`config.mk`:
```
export PLATFORM = sky130hd
export DESIGN_NAME = edge_event_arbiter
export DESIGN_NICKNAME = d
export VERILOG_FILES = /design/src/rtl/edge_event_arbiter.sv
export SDC_FILE = /design/constraint.sdc
export NUM_CORES = 1
export LEC_CHECK = 0
export ABC_AREA = 1
export BUFFER_PORTS_ARGS = -buffer_cell sky130_fd_sc_hd__buf_2
export CAP_MARGIN = 20
export CELL_PAD_IN_SITES_DETAIL_PLACEMENT = 1
export CELL_PAD_IN_SITES_GLOBAL_PLACEMENT = 2
export CORE_ASPECT_RATIO = 0.9
export CORE_MARGIN = 1
export CORE_UTILIZATION = 33
export DETAILED_ROUTE_END_ITERATION = 6
export GPL_TIMING_DRIVEN = 0
export PLACE_DENSITY = 0.87
export SYNTH_ARGS = -nofsm -noshare
export SYNTH_HDL_FRONTEND = slang
export SYNTH_SLANG_ARGS = --single-unit
```
`constraint.sdc`:
```
create_clock -name clk_in -period 6.4 [get_ports clk_in]
set_input_delay 1.92 -clock clk_in [delete_from_list [all_inputs] [get_ports clk_in]]
set_output_delay 1.92 -clock clk_in [all_outputs]
set_load 0.02 [all_outputs]
```
`src/rtl/edge_event_arbiter.sv`:
```
// rtl/edge_event_arbiter.sv - per-channel edge detection, pending flags and round-robin event serialiser
// Optional per-event detection timestamps are enabled with EDGE_TSTAMP_EN.
module edge_event_arbiter #(
    parameter int N_CH   = 4,
    parameter int CHAN_W = 2,
    parameter int TS_W   = 16
) (
    input  logic              clk_in,
    input  logic              rst_in,
    input  logic [N_CH-1:0]   sig_in,
    input  logic [N_CH-1:0]   en_in,
    output logic              evt_valid_out,
    input  logic              evt_ready_in,
    output logic [CHAN_W-1:0] evt_chan_out,
    output logic              evt_rise_out,
    output logic [N_CH-1:0]   ovf_out,
    input  logic              ovf_clr_in
`ifdef EDGE_TSTAMP_EN
    ,
    output logic [TS_W-1:0]   evt_ts_out
`endif
);

    if (((1 << CHAN_W) < N_CH) || (TS_W < 1)) begin : g_bad_params
        $error("edge_event_arbiter: CHAN_W too narrow for N_CH or TS_W < 1");
    end

    typedef enum logic {IDLE, PRESENT} state_t;

    state_t            state, state_nxt;
    logic [N_CH-1:0]   sig_r, pend_rise, pend_fall;
    logic [N_CH-1:0]   rise, fall, cand, win_oh;
    logic [N_CH-1:0]   clr_rise, clr_fall, keep_rise, keep_fall, ovf_new;
    logic [CHAN_W-1:0] rr_ptr, ptr_nxt, win, win_hi, win_lo;
    logic              found_hi, found_lo, win_rise, load;

    assign rise = en_in & ~sig_r & sig_in;
    assign fall = en_in & sig_r & ~sig_in;
    assign cand = pend_rise | pend_fall;

    // Two scans: candidates at/after rr_ptr take priority, else the lowest index wraps in.
    always_comb begin
        found_hi = 1'b0;
        found_lo = 1'b0;
        win_hi   = '0;
        win_lo   = '0;
        for (int i = 0; i < N_CH; i++) begin
            if (!found_hi && cand[i] && (i >= int'(rr_ptr))) begin
                found_hi = 1'b1;
                win_hi   = CHAN_W'(i);
            end
            if (!found_lo && cand[i]) begin
                found_lo = 1'b1;
                win_lo   = CHAN_W'(i);
            end
        end
        win = found_hi ? win_hi : win_lo;
        for (int i = 0; i < N_CH; i++) begin
            win_oh[i] = (int'(win) == i);
        end
    end

    assign win_rise  = |(pend_rise & win_oh);
    assign load      = found_lo && ((state == IDLE) || evt_ready_in);
    assign clr_rise  = (load && win_rise)  ? win_oh : '0;
    assign clr_fall  = (load && !win_rise) ? win_oh : '0;
    assign keep_rise = pend_rise & ~clr_rise;
    assign keep_fall = pend_fall & ~clr_fall;
    assign ovf_new   = (rise & keep_rise) | (fall & keep_fall);
    assign ptr_nxt   = (int'(win) == N_CH - 1) ? '0 : win + 1'b1;

    always_comb begin
        state_nxt = state;
        case (state)
            IDLE:    if (load) state_nxt = PRESENT;
            PRESENT: if (evt_ready_in && !found_lo) state_nxt = IDLE;
            default: state_nxt = IDLE;
        endcase
    end

    assign evt_valid_out = (state == PRESENT);

    always_ff @(posedge clk_in or posedge rst_in) begin
        if (rst_in) begin
            state        <= IDLE;
            sig_r        <= '0;
            pend_rise    <= '0;
            pend_fall    <= '0;
            ovf_out      <= '0;
            rr_ptr       <= '0;
            evt_chan_out <= '0;
            evt_rise_out <= 1'b0;
        end else begin
            state     <= state_nxt;
            sig_r     <= sig_in;
            pend_rise <= keep_rise | rise;
            pend_fall <= keep_fall | fall;
            ovf_out   <= (ovf_clr_in ? '0 : ovf_out) | ovf_new;
            if (load) begin
                evt_chan_out <= win;
                evt_rise_out <= win_rise;
                rr_ptr       <= ptr_nxt;
            end
        end
    end

`ifdef EDGE_TSTAMP_EN
    logic [TS_W-1:0] ts_cnt, ts_sel;
    logic [TS_W-1:0] ts_rise [N_CH];
    logic [TS_W-1:0] ts_fall [N_CH];

    always_comb begin
        ts_sel = '0;
        for (int i = 0; i < N_CH; i++) begin
            if (win_oh[i]) ts_sel = win_rise ? ts_rise[i] : ts_fall[i];
        end
    end

    // A stamp is only written when its flag is newly set, so dropped edges leave it intact.
    always_ff @(posedge clk_in or posedge rst_in) begin
        if (rst_in) begin
            ts_cnt     <= '0;
            evt_ts_out <= '0;
            for (int i = 0; i < N_CH; i++) begin
                ts_rise[i] <= '0;
                ts_fall[i] <= '0;
            end
        end else begin
            ts_cnt <= ts_cnt + 1'b1;
            if (load) evt_ts_out <= ts_sel;
            for (int i = 0; i < N_CH; i++) begin
                if (rise[i] && !keep_rise[i]) ts_rise[i] <= ts_cnt;
                if (fall[i] && !keep_fall[i]) ts_fall[i] <= ts_cnt;
            end
        end
    end
`endif

endmodule

```
==> reports/metrics.yaml <==
slew_headroom_pct: 42.75
cp_cell_sequence: "buf_2"
grt_max_degree: 23
cts_root_buf: "clkbuf_8"
maxCapViolations: 0
grt_pass1_vias: 1039
syn_nets: 158
p_leak_nw: 0.7313
grt-ovfl-total: 0
cts_tree: "yes"
numCtsBuffers: 3
postRouteAntennaNets: 0
status: "finished, final reports clean"
cts_htree_levels: 1
ctsHoldBuffers: 0
wl_per_cell_um: 12.59
rsz0062_at_grt: "no"
reg2reg_to: "ovf_out[2]"
grtUsageTotal_pct: 16.57
antenna_found_initial: 0
finalNetCount: 182
synthToLayoutAreaGrowth_pct: 19.53
drt_wl_total_mm: 2.631
slowest_delay_ns: 0.40
arrival_ns: 0.82
die-height_um: 57.30
skew_ns: 0.004474
portBuffers: 19
p_total_mw: 0.6479
endpoint_kind: "output port"
p_per_area_mw_per_mm2: 483.5
cts_setup_buffers: 0
setup_violations: 0
cp-start-kind: "flip-flop"
ys_warn_count: 0
drc: 0
ir_worst_vdd_mv: 0.1978
die-area_mm2: 0.003635
cp_top_family: "flip-flops"
period_share_pct: 42.85
regArea_um2: 550.5
slowest_stage: "dfrtp_1"
first_iter_violations: 19
grt_pass1_wl_mm: 4.685
synth_area_mm2: 0.001121
setup_tns_ns: 0
hold_path_class: "flip-flop to flip-flop"
crit_path_end: "evt_rise_out"
clock_sinks: 22
num_antenna_cells: 0
yosys_register_bits: 22
dpl.hpwl_mm: 2.030
die_w_um: 63.44
holdPathStages: 1
multi_input_area_um2: 454.2
path_class: "flip-flop to output port"
io-pin-count: 20
clockBufferDepth: 2
path_max_fanout: 2
clk_pin_slew_ns: 0.09
core_area_mm2: 0.003138
finalMaxSlewViolations: 0
netlist_instances: 144
dr.pass1.iters: 3
dr_total_vias: 978
worstSkewPairLatency_ns: 0.26
initial_utilization_pct: 35.73
reg2reg_setup_slack_ns: 3.79
reg2regPathDepth: 16
tightestPinTransition_ns: 0.8578
timing.fmax_ghz: 0.3647
nFillCells: 423
worstSetupStartpoint: "evt_rise_out"
utilization_pct: 42.70
gp_congestion: 0.7682
path_depth: 1
cts_resized: 0
fp-row-count: 19
layout-drive-gt1-share_pct: 18.56
crit_buf_inv: 1
dp_cells: 205
hold_violations: 0
yosysSeqAreaShare_pct: 49.11
required_ns: 4.48
viasPerCell: 4.679
r2r_start: "pend_rise[1]"
final_cells: 209
synth_cell_type_count: 19
synth.avg_cell_area_um2: 7.785
period_minus_slack_ns: 2.742
## worst min-delay path by stage
stage,to,from
2_1_floorplan,pend_rise[3],sig_r[3]
3_3_place_gp,pend_rise[3],sig_r[3]
3_5_place_dp,evt_chan_out[0],evt_chan_out[0]
4_1_cts,pend_rise[1],sig_r[1]
5_1_grt,evt_chan_out[0],evt_chan_out[0]
6_report,pend_rise[1],sig_r[1]
## report_power, final
group,leakage [nW],internal (mW),switching (mW)
Clock,0.0357,0.0835,0.0469
Sequential,0.253,0.189,0.0368
Combinational,0.443,0.103,0.190
Total,0.731,0.375,0.273
## state kept, by name (all words and copies together), names as in the netlist
signal         count
evt_chan_out       2
evt_rise_out       1
evt_valid_out      1
ovf_out            4
pend_fall          4
pend_rise          4
rr_ptr             2
sig_r              4
## logic make-up (layout without fill, tap and decap cells)
group                      Yosys count  count (layout)  synth area share (%)
adders and majority gates            2               2                 2.232
and+or+nand+nor                     77              77                 29.91
buffers and inverters               29              52                 10.38
DFF                                 22              22                 49.11
AOI/OAI and AO/OA                   14              14                 8.371
## per-layer routing
metal / up-vias / track usage (%) / share of wire, %
met3: 2 / 3.800 / 2.7
li1: 494 / - / -
met4: 0 / 1.948 / 0.49
met2: 14 / 30.55 / 50
met5: - / 0 / 0
met1: 468 / 20.23 / 47
## area by class of cell
class / count / share of cell area, %
well taps: 42 / 3.922
clock buffers: 3 / 3.081
clock inverters: 1 / 2.241
plain buffers: 1 / 0.8403
flip-flops and latches: 22 / 41.08
multi-input cells: 93 / 33.89
inverters: 28 / 7.843
repair buffers: 19 / 7.096
## per-stage QoR
step	setup WS (ns)	hold slack (ns)	area [µm²]
after floorplan	3.787	0.4511	1121
after global placement	3.546	0.4615	1269
after detailed placement	3.538	0.4793	1269
after CTS	3.646	0.4982	1340
after global routing	3.509	0.5272	1340
final	3.658	0.4815	1340
## synth_stat cells
cell,n,area (µm²)
a22o_1,1,8.760
nand3_2,1,10.01
o211ai_1,1,7.510
o21ai_2,1,8.760
inv_1,27,101.4
o21bai_4,1,18.77
buf_6,1,11.26
ha_1,2,25.02
nand2_2,2,12.51
o21ai_0,9,45.04
nor2_4,1,11.26
nor2_1,12,45.04
or3_1,1,6.260
nor3_1,1,5.000
dfrtp_1,22,550.5
nand3_1,19,95.09
o21ai_1,1,5.000
nand2_1,40,150.1
inv_2,1,3.750
## cells in the final DEF (no fill, tap or decap), types with 2 or more instances in the layout
cell,count
nand2_2,2
o21ai_0,9
ha_1,2
buf_2,19
nand2_1,40
nand3_1,19
nor2_1,12
inv_1,27
dfrtp_1,22
clkbuf_8,3
Note: power is estimated with default switching activity, not from simulation.
